### src/rtl/bus_arbiter_rr_if.sv
// Bus arbitration interface: request/ready lines from the cores and memory,
// grant and timeout reporting back from the arbiter.
interface bus_arbiter_rr_if #(
    parameter int NUM_MASTERS = 4,
    parameter int IDX_W       = $clog2(NUM_MASTERS)
);
    logic [NUM_MASTERS-1:0] bus_rq;
    logic                   bus_ready;
    logic [NUM_MASTERS-1:0] bus_grant;
    logic                   grant_valid;
    logic [IDX_W-1:0]       grant_idx;
    logic                   timeout_pulse;
    logic [IDX_W-1:0]       timeout_idx;

    // Requester/memory side: drives requests and ready, observes the grant.
    modport master (
        output bus_rq,
        output bus_ready,
        input  bus_grant,
        input  grant_valid,
        input  grant_idx,
        input  timeout_pulse,
        input  timeout_idx
    );

    // Arbiter side: samples requests and ready, drives the grant.
    modport slave (
        input  bus_rq,
        input  bus_ready,
        output bus_grant,
        output grant_valid,
        output grant_idx,
        output timeout_pulse,
        output timeout_idx
    );
endinterface

### src/rtl/bus_arbiter_rr.sv
// Round-robin bus arbiter with per-tenure hold timeout, ready-drain turnaround
// and a penalty mask that keeps a forced-off master out until it lets go.
module bus_arbiter_rr #(
    parameter int NUM_MASTERS = 4,
    parameter int HOLD_MAX    = 64,
    parameter int IDX_W       = $clog2(NUM_MASTERS)
) (
    input  logic            clk,
    input  logic            reset,
    bus_arbiter_rr_if.slave bus
);
    // Counter is at least one bit wide so HOLD_MAX=0 still elaborates.
    localparam int HC_W = (HOLD_MAX > 0) ? $clog2(HOLD_MAX + 1) : 1;
    localparam logic [HC_W-1:0]  HOLD_LAST = (HOLD_MAX > 0) ? HC_W'(HOLD_MAX - 1) : '0;
    localparam logic [IDX_W-1:0] LAST_RST  = IDX_W'(NUM_MASTERS - 1);

    typedef enum logic [1:0] {
        IDLE    = 2'd0,
        GRANT   = 2'd1,
        RELEASE = 2'd2
    } state_t;

    state_t                 state, state_nxt;
    logic [HC_W-1:0]        hold_cnt, hold_cnt_nxt;
    logic [IDX_W-1:0]       last_idx, last_idx_nxt;
    logic [NUM_MASTERS-1:0] penalty, penalty_nxt;
    logic [NUM_MASTERS-1:0] grant_q, grant_nxt;
    logic                   valid_q;
    logic [IDX_W-1:0]       idx_q, idx_nxt;
    logic                   tpulse_q, tpulse_nxt;
    logic [IDX_W-1:0]       tidx_q, tidx_nxt;

    logic [NUM_MASTERS-1:0] eligible;
    logic [IDX_W-1:0]       cand;
    logic [IDX_W-1:0]       sel_idx;
    logic                   sel_found;
    logic                   owner_rq;
    logic                   timeout_hit;
    logic                   forced;

    assign owner_rq    = bus.bus_rq[idx_q];
    assign timeout_hit = (HOLD_MAX != 0) && (hold_cnt == HOLD_LAST);

    // Pick the first eligible master after the previous winner, wrapping around.
    always_comb begin
        // NOTE: every variable gets a default before any branch, so no latch is inferred.
        eligible  = bus.bus_rq & ~penalty;
        sel_found = 1'b0;
        sel_idx   = '0;
        cand      = '0;
        for (int k = 1; k <= NUM_MASTERS; k++) begin
            cand = IDX_W'((int'(last_idx) + k) % NUM_MASTERS);
            if (!sel_found && eligible[cand]) begin
                sel_found = 1'b1;
                sel_idx   = cand;
            end
        end
    end

    // Next-state, next-grant and penalty-mask logic.
    always_comb begin
        state_nxt    = state;
        hold_cnt_nxt = hold_cnt;
        last_idx_nxt = last_idx;
        grant_nxt    = grant_q;
        idx_nxt      = idx_q;
        tpulse_nxt   = 1'b0;
        tidx_nxt     = tidx_q;
        forced       = 1'b0;

        case (state)
            IDLE: begin
                grant_nxt = '0;
                if (sel_found) begin
                    grant_nxt[sel_idx] = 1'b1;
                    idx_nxt            = sel_idx;
                    last_idx_nxt       = sel_idx;
                    hold_cnt_nxt       = '0;
                    state_nxt          = GRANT;
                end
            end
            GRANT: begin
                // Saturate rather than wrap; only matters when the timeout is off.
                if (hold_cnt != '1) begin
                    hold_cnt_nxt = hold_cnt + 1'b1;
                end
                // An owner dropping rq wins over a coincident timeout.
                if (!owner_rq) begin
                    grant_nxt = '0;
                    state_nxt = RELEASE;
                end else if (timeout_hit) begin
                    grant_nxt  = '0;
                    state_nxt  = RELEASE;
                    tpulse_nxt = 1'b1;
                    tidx_nxt   = idx_q;
                    forced     = 1'b1;
                end
            end
            RELEASE: begin
                grant_nxt = '0;
                // Wait for the old transfer's ready to drop so the next owner
                // never sees it.
                if (!bus.bus_ready) begin
                    state_nxt = IDLE;
                end
            end
            default: begin
                grant_nxt = '0;
                state_nxt = IDLE;
            end
        endcase

        // A master leaves the penalty box the first edge it is seen idle.
        penalty_nxt = penalty & bus.bus_rq;
        if (forced) begin
            penalty_nxt[idx_q] = 1'b1;
        end
    end

    // State and registered outputs; reset clears the grant immediately.
    always_ff @(posedge clk or posedge reset) begin
        if (reset) begin
            state    <= IDLE;
            hold_cnt <= '0;
            last_idx <= LAST_RST;
            penalty  <= '0;
            grant_q  <= '0;
            valid_q  <= 1'b0;
            idx_q    <= '0;
            tpulse_q <= 1'b0;
            tidx_q   <= '0;
        end else begin
            // NOTE: non-blocking so every register updates from pre-edge values.
            state    <= state_nxt;
            hold_cnt <= hold_cnt_nxt;
            last_idx <= last_idx_nxt;
            penalty  <= penalty_nxt;
            grant_q  <= grant_nxt;
            valid_q  <= |grant_nxt;
            idx_q    <= idx_nxt;
            tpulse_q <= tpulse_nxt;
            tidx_q   <= tidx_nxt;
        end
    end

    assign bus.bus_grant     = grant_q;
    assign bus.grant_valid   = valid_q;
    assign bus.grant_idx     = idx_q;
    assign bus.timeout_pulse = tpulse_q;
    assign bus.timeout_idx   = tidx_q;

endmodule

### src/flat_wrapper.sv
// flat-port wrapper written by rule: the top's interface ports become plain ports
module bus_arbiter_rr_flat 
#(
    parameter int NUM_MASTERS = 4,
    parameter int HOLD_MAX    = 64,
    parameter int IDX_W       = $clog2(NUM_MASTERS)
)
  (clk, reset, bus_bus_rq, bus_bus_ready, bus_bus_grant, bus_grant_valid, bus_grant_idx, bus_timeout_pulse, bus_timeout_idx);
  bus_arbiter_rr_if #(.NUM_MASTERS(NUM_MASTERS), .IDX_W(IDX_W)) bus_i ();
  input  logic clk;
  input  logic reset;
  input wire logic [$bits(bus_i.bus_rq)-1:0] bus_bus_rq;
  input wire logic [$bits(bus_i.bus_ready)-1:0] bus_bus_ready;
  output wire logic [$bits(bus_i.bus_grant)-1:0] bus_bus_grant;
  output wire logic [$bits(bus_i.grant_valid)-1:0] bus_grant_valid;
  output wire logic [$bits(bus_i.grant_idx)-1:0] bus_grant_idx;
  output wire logic [$bits(bus_i.timeout_pulse)-1:0] bus_timeout_pulse;
  output wire logic [$bits(bus_i.timeout_idx)-1:0] bus_timeout_idx;
  assign bus_i.bus_rq = bus_bus_rq;
  assign bus_i.bus_ready = bus_bus_ready;
  assign bus_bus_grant = bus_i.bus_grant;
  assign bus_grant_valid = bus_i.grant_valid;
  assign bus_grant_idx = bus_i.grant_idx;
  assign bus_timeout_pulse = bus_i.timeout_pulse;
  assign bus_timeout_idx = bus_i.timeout_idx;
  bus_arbiter_rr #(.NUM_MASTERS(NUM_MASTERS), .HOLD_MAX(HOLD_MAX), .IDX_W(IDX_W)) u_core (.clk(clk), .reset(reset), .bus(bus_i));
endmodule
### config.mk
export PLATFORM = sky130hd
export DESIGN_NAME = bus_arbiter_rr_flat
export DESIGN_NICKNAME = d
export VERILOG_FILES = /design/src/rtl/bus_arbiter_rr_if.sv /design/src/rtl/bus_arbiter_rr.sv /design/src/flat_wrapper.sv
export SDC_FILE = /design/constraint.sdc
export NUM_CORES = 1
export LEC_CHECK = 0
export BUFFER_PORTS_ARGS = -buffer_cell sky130_fd_sc_hd__buf_2
export CORE_UTILIZATION = 55
export CTS_BUF_LIST = sky130_fd_sc_hd__clkbuf_8
export DETAILED_ROUTE_END_ITERATION = 8
export GPL_TIMING_DRIVEN = 0
export HOLD_SLACK_MARGIN = 0.15
export PLACE_DENSITY_LB_ADDON = 0.15
export SYNTH_ARGS = -nofsm -noshare
export SYNTH_HDL_FRONTEND = slang
export SYNTH_SLANG_ARGS = --single-unit
### constraint.sdc
create_clock -name clk -period 1.84 [get_ports clk]
set_input_delay 0.184 -clock clk [delete_from_list [all_inputs] [get_ports clk]]
set_output_delay 0.184 -clock clk [all_outputs]
set_load 0.03 [all_outputs]
==> results.json <==
{
  "first_pass_iters": 4,
  "dp_hpwl_um": 1700,
  "maxCapViolCount": 0,
  "tns_ns": 0,
  "antenna_cells": 0,
  "clock-skew-final_ns": 0.00422,
  "cellLeakagePower_nw": 0.630,
  "h-tree-depth": 1,
  "cts_made_buffers": 3,
  "path_max_fanout": 8,
  "cts_tree": "built",
  "clockRootBuffer": "clkbuf_8",
  "wirelength_um": 2310,
  "numClockSinks": 25,
  "status": "finished, final reports clean",
  "min_period_ns": 1.77,
  "cts_setup_buffers": 0,
  "synth_cell_type_count": 39,
  "start_util": 0.599,
  "yosysTopAreaCellShare": 0.475,
  "grt_max_degree": 26,
  "synth_edf_count": 0,
  "irDropWorstVdd_v": 0.000987,
  "drv_slew": 0,
  "viasPerCell": 6.06,
  "grtUsageTotal": 0.224,
  "grt_overflow_total": 0,
  "fin_cells": 156,
  "worst_slew_pin_slew_ns": 0.916,
  "fmax_ghz": 0.564,
  "syn_nets": 116,
  "wl_per_cell_um": 14.8,
  "chipWidth_um": 48.9,
  "io_pins": 17,
  "io_buffers": 16,
  "grt_pass1_wl_um": 4090,
  "core_area_sq_mm": 0.00202,
  "synth_area_leader_cell": "dfrtp_1",
  "finalSetupViolations": 0,
  "p_per_area_mw_per_mm2": 1390,
  "antenna_left": 0,
  "area_growth_pct": 15.2,
  "synth_area_sq_mm": 0.00121,
  "synth_flop_cell": "dfrtp_1",
  "setup.worst_path.class": "register to register",
  "hold_violations": 0,
  "rsz0062_at_grt": "no",
  "synth_seq_area_share": 0.519,
  "cts_buffer_depth": 2,
  "synth_common_cells": "dfrtp_1, o21ai_0, a21oi_1, nand2_1, inv_1",
  "num_vias": 946,
  "clkTransAtPathRegs_ns": 0.08,
  "drive_above_1_share": 0.271,
  "final_nets": 138,
  "synth_cells": 108,
  "synth.most_common_cell": "dfrtp_1",
  "drt_iter0_drc": 11,
  "antenna_found_initial": 0,
  "core.rowCount": 16,
  "ys_seq_elements": 25,
  "final_util": 0.690,
  "fin_crit_sh": 0.964,
  "gp_congestion": 0.806,
  "dieArea_sq_mm": 0.00239,
  "min_path_type": "input pin to register",
  "synthArstFlopShare": 1.00,
  "grt_pass1_vias": 946,
  "endpoint_kind": "register",
  "yosys_warnings": 0,
  "drcViolationCount": 0,
  "synth_area_leaders": "dfrtp_1, dfstp_2, o21ai_0",
  "fp.dieH_um": 48.9,
  "place_inst": 151,
  "synth.avg_cell_area_sq_um": 11.2,
  "maxSlewHeadroom": 0.389,
  "start_kind": "register",
  "clock_latency_ns": 0.26,
  "fillCellCount": 160,
  "crit_arrival_ns": 1.92,
  "cp.required_ns": 1.99
}
-- worst max-delay path, cell delays in order, from the launching register on --
cell     delay [ns]
dfrtp_2        0.46
mux4_2         0.57
and4_4         0.22
buf_6          0.13
mux2_4         0.29
-- per-layer routing --
metal	vias up	routed length, um	GRT usage
li1	452	-	-
met1	465	1120	0.315
met2	25	1080	0.359
met3	4	83	0.0280
met4	0	31	0.0784
met5	-	0	0
-- cells in the final DEF, fill, tap and decap left out, types with 3 or more instances in the layout --
| cell type | count |
|---|---|
| a21oi_1 | 7 |
| dfrtp_1 | 22 |
| clkbuf_8 | 3 |
| inv_1 | 7 |
| nand2b_1 | 3 |
| nand2_1 | 7 |
| o21ai_0 | 9 |
| nor2b_1 | 4 |
| nor2_1 | 5 |
| o31ai_1 | 4 |
| nand3_1 | 3 |
| buf_2 | 17 |
-- metrics by stage --
step	hold slack, ns	setup slack [ns]	total power, mW	instance area, sq um
after CTS	0.153	0.0424	1.94	1380
after detailed placement	0.430	0.0649	1.62	1330
final	0.161	0.0663	1.94	1400
after global placement	0.417	0.0999	1.59	1330
after global routing	0.170	0.0468	2.08	1400
after floorplan	0.210	0.0875	1.41	1210
-- cell type report --
| cell class | count | area [sq um] | share of cell area |
|---|---|---|---|
| Clock buffer | 3 | 41.3 | 0.0296 |
| Tap cell | 27 | 33.8 | 0.0242 |
| Inverter | 6 | 22.5 | 0.0161 |
| Clock inverter | 1 | 3.75 | 0.00269 |
| Sequential cell | 25 | 629 | 0.451 |
| Multi-Input combinational cell | 75 | 558 | 0.400 |
| Buffer | 2 | 16.3 | 0.0117 |
| Timing Repair Buffer | 17 | 90.1 | 0.0646 |
-- where the power goes --
part           total [mW]  internal [mW]  switching (mW)
Clock               0.307          0.149           0.158
Sequential          0.843          0.701           0.141
Combinational       0.793          0.289           0.504
-- final timing paths --
check / depth (start not counted) / to / slack (ns) / from
worst max register to register: 4 / u_core.bus.timeout_idx[0]$_DFFE_PP0P_ / 0.07 / u_core.bus.grant_idx[0]$_DFFE_PP0P_
worst min register to register: 2 / u_core.penalty[2]$_DFF_PP0_ / 0.49 / u_core.penalty[2]$_DFF_PP0_
worst max-delay path: 4 / u_core.bus.timeout_idx[0]$_DFFE_PP0P_ / 0.07 / u_core.bus.grant_idx[0]$_DFFE_PP0P_
worst min-delay path: 3 / u_core.penalty[2]$_DFF_PP0_ / 0.16 / bus_bus_rq[2]
max in group asynchronous: 3 / u_core.bus.grant_idx[0]$_DFFE_PP0P_ / 0.56 / reset
min in group asynchronous: 3 / u_core.hold_cnt[4]$_DFFE_PP0P_ / 0.67 / reset
-- state kept, by name, indices dropped and copies added, names as in the netlist --
name / flops
u_core.penalty: 4
u_core.bus.timeout_pulse: 1
u_core.state: 2
u_core.bus.bus_grant: 4
u_core.bus.grant_valid: 1
u_core.last_idx: 2
u_core.bus.timeout_idx: 2
u_core.hold_cnt: 7
u_core.bus.grant_idx: 2
-- kinds of logic (layout without fill, tap and decap cells) --
group | Yosys count | count (layout) | share of synthesized area
AO/OA/AOI/OAI | 39 | 39 | 0.255
adder cells (fa/ha/maj) | 1 | 1 | 0.0103
buffers and inverters | 8 | 29 | 0.0320
flip-flops | 25 | 25 | 0.519
multiplexers | 2 | 2 | 0.0310
AND/OR/NAND/NOR | 33 | 33 | 0.153
-- repair_timing --
action	CTS	global route
hold buffers	1	0
gates resized for setup	0	2
hold endpoints to repair	23	0
endpoints found under the setup margin	0	5
No activity file was read; power rests on OpenSTA's default activity.
